### src/rtl/mul_seq_arbiter.sv
// Purpose : round-robin arbiter feeding a 4-beat constant multiplier (x1, x3, x7, x8).
// Latency : grant/handshake at edge T, first beat registered at T, visible before T+1; 5 cycles minimum per op.
// Backpressure: out_ready low freezes every out_* register indefinitely; req_ready is zero while RUN.
//
// Ports:
//   clk, rst      clock and asynchronous active-low reset
//   req_valid     per-requester operand pending
//   req_data      8-bit operand per requester, lane i on bits [8i+7:8i]
//   req_ready     one-hot grant (IDLE only)
//   out_valid     result beat present
//   out_ready     consumer accept
//   out_data      operand * K[idx], 11 bits
//   out_id        owner of the current beat
//   out_idx       beat index 0..3
//   out_last      final beat
//   busy          operation in progress
module mul_seq_arbiter #(
    parameter int NREQ = 4,
    parameter int IDW  = 2
) (
    input  logic              clk,
    input  logic              rst,
    input  logic [NREQ-1:0]   req_valid,
    input  logic [8*NREQ-1:0] req_data,
    output logic [NREQ-1:0]   req_ready,
    output logic              out_valid,
    input  logic              out_ready,
    output logic [10:0]       out_data,
    output logic [IDW-1:0]    out_id,
    output logic [1:0]        out_idx,
    output logic              out_last,
    output logic              busy
);

    typedef enum logic {IDLE, RUN} state_t;

    state_t         state;
    logic [1:0]     step;
    logic [7:0]     operand;
    logic [IDW-1:0] last_id;

    logic [IDW-1:0] win_id;
    logic [IDW-1:0] cand;
    logic           any_vld;
    logic [7:0]     win_data;

    // Constant multiply by shift-and-add; 11 bits holds 255*8 without wrap.
    function automatic logic [10:0] scale(input logic [7:0] d, input logic [1:0] s);
        logic [10:0] x;
        x = {3'b000, d};
        case (s)
            2'd0:    return x;
            2'd1:    return (x << 1) + x;
            2'd2:    return (x << 2) + (x << 1) + x;
            default: return x << 3;
        endcase
    endfunction

    // Search from last_id+1 upward with wrap. Iterating from the farthest
    // candidate down lets the nearest set bit overwrite, so it wins.
    always_comb begin
        win_id = '0;
        cand   = '0;
        for (int k = NREQ; k >= 1; k--) begin
            cand = last_id + IDW'(k);
            if (req_valid[cand]) begin
                win_id = cand;
            end
        end
    end

    assign any_vld  = |req_valid;
    assign win_data = req_data[{win_id, 3'b000} +: 8];

    // Gated by rst so the grant is quiet while reset is held.
    assign req_ready = (rst && state == IDLE && any_vld) ? (NREQ'(1) << win_id) : '0;

    always_ff @(posedge clk or negedge rst) begin
        if (!rst) begin
            state     <= IDLE;
            step      <= 2'd0;
            operand   <= 8'd0;
            last_id   <= IDW'(NREQ - 1);
            out_valid <= 1'b0;
            out_data  <= 11'd0;
            out_id    <= '0;
            out_idx   <= 2'd0;
            out_last  <= 1'b0;
            busy      <= 1'b0;
        end else begin
            case (state)
                IDLE: begin
                    // Any set req_valid implies a grant, hence a handshake.
                    if (any_vld) begin
                        operand   <= win_data;
                        out_id    <= win_id;
                        step      <= 2'd0;
                        state     <= RUN;
                        out_valid <= 1'b1;
                        out_data  <= scale(win_data, 2'd0);
                        out_idx   <= 2'd0;
                        out_last  <= 1'b0;
                        busy      <= 1'b1;
                    end
                end
                RUN: begin
                    if (out_ready) begin
                        if (step != 2'd3) begin
                            step     <= step + 2'd1;
                            out_data <= scale(operand, step + 2'd1);
                            out_idx  <= step + 2'd1;
                            out_last <= (step == 2'd2);
                        end else begin
                            last_id   <= out_id;
                            state     <= IDLE;
                            step      <= 2'd0;
                            out_valid <= 1'b0;
                            out_data  <= 11'd0;
                            out_idx   <= 2'd0;
                            out_last  <= 1'b0;
                            busy      <= 1'b0;
                        end
                    end
                end
                default: state <= IDLE;
            endcase
        end
    end

endmodule

### config.mk
export PLATFORM = sky130hd
export DESIGN_NAME = mul_seq_arbiter
export DESIGN_NICKNAME = d
export VERILOG_FILES = /design/src/rtl/mul_seq_arbiter.sv
export SDC_FILE = /design/constraint.sdc
export NUM_CORES = 1
export LEC_CHECK = 0
export CORE_UTILIZATION = 54
export DETAILED_ROUTE_END_ITERATION = 12
export PLACE_DENSITY = 0.94
export SYNTH_ARGS = -nofsm -noshare
export SYNTH_HDL_FRONTEND = slang
export SYNTH_SLANG_ARGS = --single-unit
### constraint.sdc
create_clock -name clk -period 6.15 [get_ports clk]
set_clock_uncertainty 0.05 [all_clocks]
set_input_delay 0.615 -clock clk [delete_from_list [all_inputs] [get_ports clk]]
set_output_delay 0.615 -clock clk [all_outputs]
set_load 0.05 [all_outputs]
Word-level counts from Yosys, hierarchy flattened
Index checks and enable logic that the tools add are counted.
{"block": "totals", "input_bits": 39, "output_inout_bits": 22, "register_bits": 28}
{"block": "op_classes", "n_shift": 2, "n_eq_ne": 7, "n_bitwise": 2, "reduce_logical": 8, "add_sub_neg": 7, "n_mux": 34, "order_cmp": 4}
{"op": "two-way mux 11 bit", "count": 3}
{"op": "case mux 11 bit (3 select lines)", "count": 1}
{"op": "variable part select 32 x 6 -> 8 bit", "count": 1}
{"op": "case mux 11 bit (2 select lines)", "count": 1}
{"op": "two-way mux 2 bit", "count": 7}
{"op": "two-way mux 1 bit", "count": 13}
{"op": "< comparator 2 x 3 -> 1 bit, second input constant", "count": 4}
{"op": "adder 10 x 9 -> 11 bit", "count": 1}
{"op": "adder 11 x 8 -> 11 bit", "count": 1}
{"op": "adder 9 x 8 -> 10 bit", "count": 1}
{"op": "binary-select mux 1 bit (select 2 bit)", "count": 4}
{"op": "inequality test 2 bit, second input constant", "count": 4}
{"op": "case mux 1 bit (2 select lines)", "count": 3}
{"op": "AND reduction 3 bit", "count": 2}
{"op": "adder 2 x 1 -> 2 bit, second input constant", "count": 2}
{"op": "adder 2 bit, second input constant", "count": 2}
{"op": "equality test 2 bit, second input constant", "count": 2}
{"op": "two-way mux 4 bit", "count": 1}
{"op": "case mux 2 bit (2 select lines)", "count": 1}
{"op": "AND reduction 2 bit", "count": 2}
{"op": "OR reduction 4 bit", "count": 1}
{"op": "left shift 1 x 2 -> 4 bit, first input constant", "count": 1}
{"op": "equality test 2 x 1 -> 1 bit, second input constant", "count": 1}
{"op": "logical AND 1 bit", "count": 2}
{"op": "2 further kinds", "count": 3}

Logic depth before layout (Yosys ltp)
{"block": "depth", "depth_word": 9, "depth_mapped": 9, "mapped_depth_nobuf": 9}

Worst setup path after synthesis
Ideal clock, no wire load.
{"block": "synth_path", "path_kind": "input port to output port", "startpoint": "input req_valid[3]", "endpoint": "output req_ready[0]", "n_path_buf": 1, "slack_ns": 3.167, "t_arrival_ns": 2.318, "required_ns": 5.485, "cell_stages": 6, "path_cell_list": "nor2b_1 -> o21a_1 -> nor3_2 -> clkbuf_1 -> inv_1 -> nor2_1"}
{"block": "synth_between", "elab_chain_len": 8, "word_cells_on_any_way": 16}
{"element": "start: declaration", "line_no": "23", "source": "input logic [NREQ-1:0] req_valid,"}
{"element": "binary-select mux 1 bit (select 2 bit)", "line_no": "66", "source": "if (req_valid[cand]) begin"}
{"element": "two-way mux 1 bit (implied by the code)", "line_no": "66"}
{"element": "two-way mux 2 bit (4 in a row)", "line_no": "66"}
{"element": "left shift 1 x 2 -> 4 bit", "line_no": "76", "source": "assign req_ready = (rst && state == IDLE && any_vld) ? (NREQ'(1) << win_id) : '0;"}
{"element": "two-way mux 4 bit *", "line_no": "76"}
{"element": "end: declaration", "line_no": "25", "source": "output logic [NREQ-1:0] req_ready,"}
Every way passes the cells marked *; elsewhere a longest branch is shown, timed or not. The select of a mux whose other input is x is not followed.

Final worst setup path
{"block": "layout_path", "startpoint": "input req_valid[1]", "endpoint": "output req_ready[3]"}
The elaborated chain is that of the path after synthesis.

==> flow_metrics.tcl <==
set metrics [dict create \
    groute.usage.overall 0.2834 \
    synthSimpleGateAreaFrac 0.1324 \
    critPathSlowestCell "clkdlybuf4s50_1" \
    cpPeakStageDelay_ps 700 \
    clk-insertion-delay-late_ps 280 \
    synth.most_common_cell "nand2_1" \
    power_density_mw_per_mm2 651.1 \
    setup_slack_ps 2142 \
    die_x_um 70.23 \
    yosysSeqAreaShare 0.2797 \
    period_share 0.6518 \
    hpwl_mm 5.020 \
    rsz0062_at_grt "false" \
    layout.area.seq_um2 703.2 \
    maxSlewViolCount 0 \
    synth_xor_area_frac 0.02787 \
    area_growth_pct 28.22 \
    synthDistinctLibCells 48 \
    numCtsBuffers 3 \
    cts.sinks 28 \
    crit_path_start_kind "primary input" \
    grt_max_degree 31 \
    dp_slack_ps 2164 \
    multiInputGateArea_mm2 0.001708 \
    syn_nets 339 \
    fmax_mhz 249.5 \
    totalWireLength_mm 6.418 \
    antenna_cells 0 \
    rows 24 \
    path_cells "clkdlybuf4s50_1, or4_4, mux2i_4, nor2_4, nand3_1, nor2_1, clkdlybuf4s50_1" \
    yosysWarnings 0 \
    synth_top_family_by_area "compound AO/OA/AOI/OAI gates" \
    portBuffers 60 \
    ys.flop_type "dfrtp_1" \
    cp.required_ps 5480 \
    yosys.area.top_type "dfrtp_1" \
    cp_top_family "buffers and inverters" \
    instances_no_fill 377 \
    first_iter_violations 184 \
    synthArstFlopShare 1.000 \
    synth_edf_count 0 \
    drc_errors 0 \
    place_congestion 0.9245 \
    cts-root-buf "clkbuf_8" \
    ys_seq_elements 28 \
    die_h_um 70.23 \
    wl_per_cell_um 17.02 \
    crit_path_end_kind "output pin" \
    syn_inst 269 \
    hold_viol_final 0 \
    fillers 309 \
    cts_setup_buffers 0 \
    grt_pass1_vias 2479 \
    ctsResizeCount 0 \
    grt_pass1_wl_mm 10.98 \
    critPathArrivalTime_ps 3340 \
    cts_tree "built" \
    finalCriticalPeriod_ps 4008 \
    cp_num_buf_inv 2 \
    clk_pin_slew_ps 100 \
    ctsHtreeMaxLevel 1 \
    io_pins 61 \
    antenna_found_initial 0 \
    synth_compound_area_frac 0.2349 \
    syn_area_mm2 0.002514 \
    die-area_mm2 0.004932 \
    drt_pass1_iterations 5 \
    yosys.area_share.adder 0.1812 \
    drtAntennaViolNets 0 \
    cpMostUsedCell "clkdlybuf4s50_1" \
    peakVddDrop_uv 272.4 \
    viasPerCell 6.133 \
    cts_hold_buf 0 \
    crit_fanout 19 \
    initial_core_util 0.5694 \
    hold_path.class "reg -> reg" \
    status "complete, no violations" \
    synth_top_area_frac 0.2588 \
    layout-drive-gt1-share 0.07692 \
    slew_headroom 0.5959 \
    synth_common_cells "nand2_1, dfrtp_1, ha_1" \
    final_nets 396 \
    finalSetupTns_ps 0 \
    synth.area.top_cells "dfrtp_1, ha_1, fa_1" \
    clockBufferDepth 2 \
    finalSetupViolations 0 \
    dpl.cell_count 373 \
    core_mm2 0.004414 \
    vias 2312 \
    power_leakage_nw 1.453 \
    maxCapViolations 0 \
    critPathKind "in -> out" \
    syn_area_per_cell_um2 9.344 \
    synthMuxAreaShare 0.1005 \
    gr-total-overflow 0 \
    tightest_slew_ps 593.5 \
]
==> flip-flops by register name (all words and copies together), names as in the netlist <==
name and flops:
busy 1, last_id 2, operand 8, out_data 11, out_id 2, out_last 1
state 1, step 2
==> layout make-up <==
class                           instances  share of cell area
Sequential cell                        28              0.2182
Timing Repair Buffer                   63              0.1933
Inverter                               14             0.01630
Tap cell                               52             0.02019
Clock buffer                            3             0.01281
Clock inverter                          1            0.009317
Multi-Input combinational cell        216              0.5299
==> worst reg2reg max path, delay by kind of cell, from the launching register on <==
kind            cells  cell delay [ps]
fa+ha+maj           3             1130
compound gates      5             1140
xor+xnor            1              100
flops               1              590
==> final timing paths <==
path	start	endpoint	slack (ps)	depth (start not counted)
max	req_valid[1]	req_ready[3]	2140	7
min	out_data[5]	out_data[5]	460	1
max reg2reg	operand[1]	out_data[8]	3010	9
min reg2reg	out_data[5]	out_data[5]	460	1
max in group asynchronous	rst	last_id[1]	5090	2
min in group asynchronous	rst	out_data[0]	660	2
==> layer usage <==
| layer | routed length (um) | share of wire | GRT usage | vias up |
|---|---|---|---|---|
| met5 | 0 | 0 | 0 | - |
| met4 | 217 | 0.034 | 0.1489 | 0 |
| met1 | 2659 | 0.41 | 0.3333 | 1106 |
| li1 | - | - | - | 1106 |
| met3 | 265 | 0.041 | 0.03896 | 17 |
| met2 | 3276 | 0.51 | 0.4974 | 83 |
==> metrics by stage <==
step                      power (mW)  hold slack, ps    util  area, um^2
after floorplan                1.529           269.4       -        2514
after global placement         1.861           433.4  0.7140        3152
after detailed placement       1.926           430.1  0.7140        3152
after CTS                      2.090           460.0  0.7302        3223
after global routing           2.278           473.3  0.7302        3223
final                          2.099           455.5  0.7302        3223
==> layout by cell type, fill, tap and decap left out, types with 9 or more instances in the layout <==
cell	instances
o21ai_0	13
fa_1	9
dfrtp_1	26
nor2_1	15
inv_1	14
nand2_1	27
mux2i_1	14
clkdlybuf4s50_1	60
ha_1	22
a21oi_1	15
==> where the power goes <==
group          internal [mW]  switching, mW
clock                 0.0873         0.0599
combinational          0.656          0.898
sequential             0.269          0.128
total                   1.01           1.09
==> kinds of logic (layout without fill, tap and decap cells) <==
logic type                 count (synthesis)  count (layout)
and+or+nand+nor                           68              68
buffers and inverters                     25              81
muxes                                     23              23
adders and majority gates                 31              31
xor gates and xnor gates                   8               8
DFF                                       28              28
AOI/OAI and AO/OA                         86              86
Power figures use the tool's default switching activity.
